--- config.mk ---
export PLATFORM = sky130hd
export DESIGN_NAME = lsu_mem_ctrl
export DESIGN_NICKNAME = d
export VERILOG_FILES = /design/src/rtl/lsu_mem_ctrl.sv
export SDC_FILE = /design/constraint.sdc
export NUM_CORES = 1
export LEC_CHECK = 0
export CAP_MARGIN = 10
export CORE_AREA = 2 2 106 108
export DETAILED_ROUTE_END_ITERATION = 8
export DIE_AREA = 0 0 108 110
export PLACE_DENSITY_LB_ADDON = 0.05
export SKIP_CTS_REPAIR_TIMING = 1
export SLEW_MARGIN = 5
export SYNTH_ARGS = -nofsm -noshare
export SYNTH_HDL_FRONTEND = slang
export SYNTH_SLANG_ARGS = --single-unit
--- constraint.sdc ---
create_clock -name clk -period 1.8 [get_ports clk]
set_input_delay 0.36 -clock clk [delete_from_list [all_inputs] [get_ports clk]]
set_output_delay 0.36 -clock clk [all_outputs]
set_load 0.1 [all_outputs]
--- src/rtl/lsu_mem_ctrl.sv ---
// Load/store initiator for a word-organised data memory; sub-word stores use read-modify-write.
// Optional LSU_BOUNDS_CHECK_EN: nonzero req_addr bits above ADDR_WIDTH-1 become an access error.
module lsu_mem_ctrl #(
    parameter int unsigned ADDR_WIDTH = 10
) (
    input  logic                  clk,
    input  logic                  rst_n,
    input  logic                  req_valid,
    output logic                  req_ready,
    input  logic                  req_write,
    input  logic [1:0]            req_size,
    input  logic                  req_signed,
    input  logic [31:0]           req_addr,
    input  logic [31:0]           req_wdata,
    output logic                  resp_valid,
    output logic [31:0]           resp_rdata,
    output logic                  resp_err,
    output logic [ADDR_WIDTH-1:0] mem_addr,
    output logic [31:0]           mem_din,
    input  logic [31:0]           mem_dout,
    output logic                  mem_we
);

    typedef enum logic [2:0] {
        StIdle,
        StLoad,
        StRmwRd,
        StWrite,
        StResp
    } state_e;

    state_e                state_q, state_d;
    logic [ADDR_WIDTH-1:0] addr_q, addr_d;
    logic [1:0]            size_q, size_d;
    logic                  signed_q, signed_d;
    logic [31:0]           data_q, data_d;
    logic [31:0]           rdata_q, rdata_d;
    logic                  err_q, err_d;

    logic                  req_err;
    logic [4:0]            lane_sh;
    logic [7:0]            ld_byte;
    logic [15:0]           ld_half;
    logic [31:0]           ld_ext;
    logic [31:0]           merge_mask;
    logic [31:0]           merged;

    always_comb begin
        unique case (req_size)
            2'b00:   req_err = 1'b0;
            2'b01:   req_err = req_addr[0];
            2'b10:   req_err = |req_addr[1:0];
            default: req_err = 1'b1;
        endcase
`ifdef LSU_BOUNDS_CHECK_EN
        if (|req_addr[31:ADDR_WIDTH]) begin
            req_err = 1'b1;
        end
`endif
    end

`ifndef LSU_BOUNDS_CHECK_EN
    // Upper address bits wrap silently in this build.
    logic unused_addr_hi;
    assign unused_addr_hi = ^req_addr[31:ADDR_WIDTH];
`endif

    // Little-endian lane extraction; halfword lanes are 0 or 2 since addr[0] is known clear.
    assign lane_sh = {addr_q[1:0], 3'b000};
    assign ld_byte = mem_dout[lane_sh +: 8];
    assign ld_half = mem_dout[{addr_q[1], 4'b0000} +: 16];

    always_comb begin
        case (size_q)
            2'b00:   ld_ext = signed_q ? {{24{ld_byte[7]}}, ld_byte} : {24'h0, ld_byte};
            2'b01:   ld_ext = signed_q ? {{16{ld_half[15]}}, ld_half} : {16'h0, ld_half};
            default: ld_ext = mem_dout;
        endcase
    end

    assign merge_mask = ((size_q == 2'b00) ? 32'h0000_00ff : 32'h0000_ffff) << lane_sh;
    assign merged     = (mem_dout & ~merge_mask) | ((data_q << lane_sh) & merge_mask);

    always_comb begin
        state_d  = state_q;
        addr_d   = addr_q;
        size_d   = size_q;
        signed_d = signed_q;
        data_d   = data_q;
        rdata_d  = rdata_q;
        err_d    = err_q;
        unique case (state_q)
            StIdle: begin
                if (req_valid) begin
                    addr_d   = req_addr[ADDR_WIDTH-1:0];
                    size_d   = req_size;
                    signed_d = req_signed;
                    data_d   = req_wdata;
                    if (req_err) begin
                        rdata_d = '0;
                        err_d   = 1'b1;
                        state_d = StResp;
                    end else if (!req_write) begin
                        state_d = StLoad;
                    end else if (req_size == 2'b10) begin
                        state_d = StWrite;
                    end else begin
                        state_d = StRmwRd;
                    end
                end
            end
            StLoad: begin
                rdata_d = ld_ext;
                err_d   = 1'b0;
                state_d = StResp;
            end
            StRmwRd: begin
                data_d  = merged;
                state_d = StWrite;
            end
            StWrite: begin
                rdata_d = '0;
                err_d   = 1'b0;
                state_d = StResp;
            end
            StResp: begin
                state_d = StIdle;
            end
            default: begin
                state_d = StIdle;
            end
        endcase
    end

    always_ff @(posedge clk) begin
        if (!rst_n) begin
            state_q  <= StIdle;
            addr_q   <= '0;
            size_q   <= '0;
            signed_q <= 1'b0;
            data_q   <= '0;
            rdata_q  <= '0;
            err_q    <= 1'b0;
        end else begin
            state_q  <= state_d;
            addr_q   <= addr_d;
            size_q   <= size_d;
            signed_q <= signed_d;
            data_q   <= data_d;
            rdata_q  <= rdata_d;
            err_q    <= err_d;
        end
    end

    // Outputs are forced low while reset is held, not just after the reset edge.
    always_comb begin
        req_ready  = rst_n && (state_q == StIdle);
        resp_valid = rst_n && (state_q == StResp);
        resp_rdata = rst_n ? rdata_q : '0;
        resp_err   = rst_n && err_q;
        mem_we     = rst_n && (state_q == StWrite);
        mem_din    = (rst_n && (state_q == StWrite)) ? data_q : '0;
        mem_addr   = '0;
        if (rst_n && (state_q == StLoad || state_q == StRmwRd || state_q == StWrite)) begin
            mem_addr = {addr_q[ADDR_WIDTH-1:2], 2'b00};
        end
    end

endmodule

==> results.json <==
{
  "status": "finished with violations",
  "violations": "negative setup slack",
  "ir_drop_uv": 464.5,
  "cpMostUsedCell": "buf_12",
  "post-route-util_pct": 73.93,
  "die-area_mm2": 0.01188,
  "fin_crit_ns": 2.085,
  "yosys-top-cells-area": "dfxtp_1, and2_1, nand2_1",
  "crit_chain": "nand2b_4 > nor3_4 > buf_12 > clkbuf_16 > and2_4 > buf_12",
  "critPathCaptureType": "primary output",
  "finalHoldViolations": 0,
  "timing.final.ws_setup_ns": -0.2849,
  "cts.clk_slew.worst_paths_ns": 0.08,
  "fin_nets": 848,
  "start_util_pct": 42.85,
  "cp-startpoint": "state_q[2]",
  "dr.pass1.iters": 5,
  "min-delay-start": "req_size[0]",
  "syn-cell-area_mm2": 0.004584,
  "cp.arrival_ns": 1.72,
  "cts_buffers": 9,
  "synth-seq-cells": 81,
  "antenna_found_initial": 0,
  "wire_per_inst_um": 19.88,
  "fp.dieW_um": 108,
  "r2r_slack_ns": 0,
  "async_flop_share_pct": 0,
  "grt_max_degree": 49,
  "fp.coreArea_mm2": 0.01070,
  "die-height_um": 110,
  "fin_crit_sh_pct": 115.8,
  "setup_tns_ns": -9.924,
  "drive_above_1_share_pct": 33.33,
  "fin_worst_skew_ns": 0.01365,
  "syn_inst": 563,
  "rsz0062_at_grt": "true",
  "synth_area_leader_cell": "dfxtp_1",
  "pre_cts_ws_ns": -0.3992,
  "ios": 181,
  "clock.fmax_mhz": 479.6,
  "power_leakage_nw": 3.126,
  "maxCapViolCount": 0,
  "synth_cell_types": 50,
  "io_buffers": 156,
  "drtIter0Drc": 404,
  "vias_per_cell": 5.789,
  "worst-setup-path-type": "reg -> out",
  "grt_use_total_pct": 29.23,
  "overflow": 0,
  "clockBufferDepth": 2,
  "remaining_drc_errors": 0,
  "ys.flop_type": "dfxtp_1",
  "routed_wl_mm": 17.69,
  "setup-violations-final": 42,
  "cp-start-kind": "flip-flop",
  "grt_pass1_wl_mm": 26.74,
  "synth_top_area_share_pct": 35.37,
  "hold_class": "in -> reg",
  "cellPowerDensity_mw_per_mm2": 616.1,
  "core.rowCount": 38,
  "crit_fanout": 16,
  "final_area_mm2": 0.007909,
  "diodes": 0,
  "routed-via-count": 5152,
  "cts_max_level": 3,
  "whs_ns": 0.3643,
  "synth_edf_count": 0,
  "worst_skew_pair.late_latency_ns": 0.36,
  "yosysSeqAreaShare_pct": 35.37,
  "netlist_top_cells_count": "dfxtp_1, and2_1, nand2_1, o21ai_0, a31oi_1",
  "cts.sinks": 81,
  "syn_area_per_cell_um2": 8.143,
  "cts_tree": "built",
  "ant_nets": 0,
  "gp_congestion": 0.9460,
  "place_hpwl_mm": 13.24,
  "areaGrowthSynthToFinish_pct": 72.52,
  "place_area_mm2": 0.007476,
  "cp_slowest_cell": "dfxtp_2",
  "clock-root-buffer": "clkbuf_8",
  "r2r-start": "state_q[2]",
  "grt_pass1_vias": 4928,
  "worstPathRequired_ns": 1.44,
  "slew_viol_final": 0,
  "synth_most_common_cell": "dfxtp_1",
  "yosysWarnings": 0,
  "critPathMaxStageDelay_ns": 0.35
}
==> report_power, final <==
| part | internal [mW] | switching (mW) | leakage, nW | total [mW] |
|---|---|---|---|---|
| clock | 0.923 | 0.682 | 0.118 | 1.61 |
| combinational | 0.559 | 0.692 | 2.34 | 1.25 |
| sequential | 1.91 | 0.105 | 0.665 | 2.02 |
| total | 3.39 | 1.48 | 3.13 | 4.87 |
==> per-stage QoR <==
| stage | cells | total power, mW |
|---|---|---|
| after floorplan | 564 | 2.674 |
| after global placement | 866 | 3.203 |
| after detailed placement | 866 | 3.235 |
| after CTS | 882 | 4.804 |
| after global routing | 890 | 5.032 |
| final | 890 | 4.873 |
==> critical path: cells and delay by family, from the launching register on <==
kind | cells | cell delay, ns
buffers and inverters | 3 | 0.49
flip-flops | 1 | 0.35
AND/OR/NAND/NOR | 3 | 0.52
==> area by class of cell <==
type | instances | area [µm²]
fill | 775 | 2789
clock inverter | 5 | 103.9
multi-input combinational | 426 | 2899
timing repair buffer | 221 | 2950
clock buffer | 11 | 131.4
sequential | 81 | 1627
inverter | 6 | 22.52
tap | 140 | 175.2
==> per-layer routing <==
metal / up-vias / track usage (%) / share of wire (%)
li1: 2402 / - / -
met1: 2468 / 40.33 / 44
met5: - / 0 / 0
met3: 38 / 4.938 / 7.4
met2: 244 / 46.81 / 46
met4: 0 / 9.249 / 2.2
==> placed cells by master, fill, tap and decap left out, types with 5 or more instances in the layout <==
master           netlist  routed
buf_12                 0      84
dfxtp_1               81      79
clkdlybuf4s50_1        0      78
nand2_1               72      72
buf_4                  5      53
o21ai_0               38      38
and2_2                 0      36
and2_4                 0      33
a31oi_1               33      33
a221o_1               16      16
nor2_1                17      15
mux2i_1               16      15
a21oi_1               14      13
a21boi_0              13      13
nand2b_1              13      12
nor3_1                14      11
clkbuf_8               0       9
o211ai_1               8       8
or3_1                  8       8
o2111ai_1              8       8
o211a_1                8       8
o22ai_1                7       7
inv_1                  6       6
a32o_1                 6       6
o221ai_1               6       6
or2b_1                 6       6
o21ai_1                6       6
and2_1                74       5
==> worst paths after layout <==
kind                      end  cells past startpoint
hold / removal      size_q[0]                      3
setup reg to reg   data_q[13]                      6
setup / recovery  mem_din[11]                      6
hold reg to reg         err_q                      2
==> cell families (layout without fill, tap and decap cells) <==
kind of cell / after synthesis / count (layout) / share of synthesized area (%)
AOI/OAI and AO/OA: 172 / 172 / 26.50
buffers and inverters: 57 / 243 / 6.332
DFF: 81 / 81 / 35.37
muxes: 18 / 18 / 3.985
other: 1 / 2 / 0.08180
and+or+nand+nor: 234 / 234 / 27.73
Power figures use the tool's default switching activity.
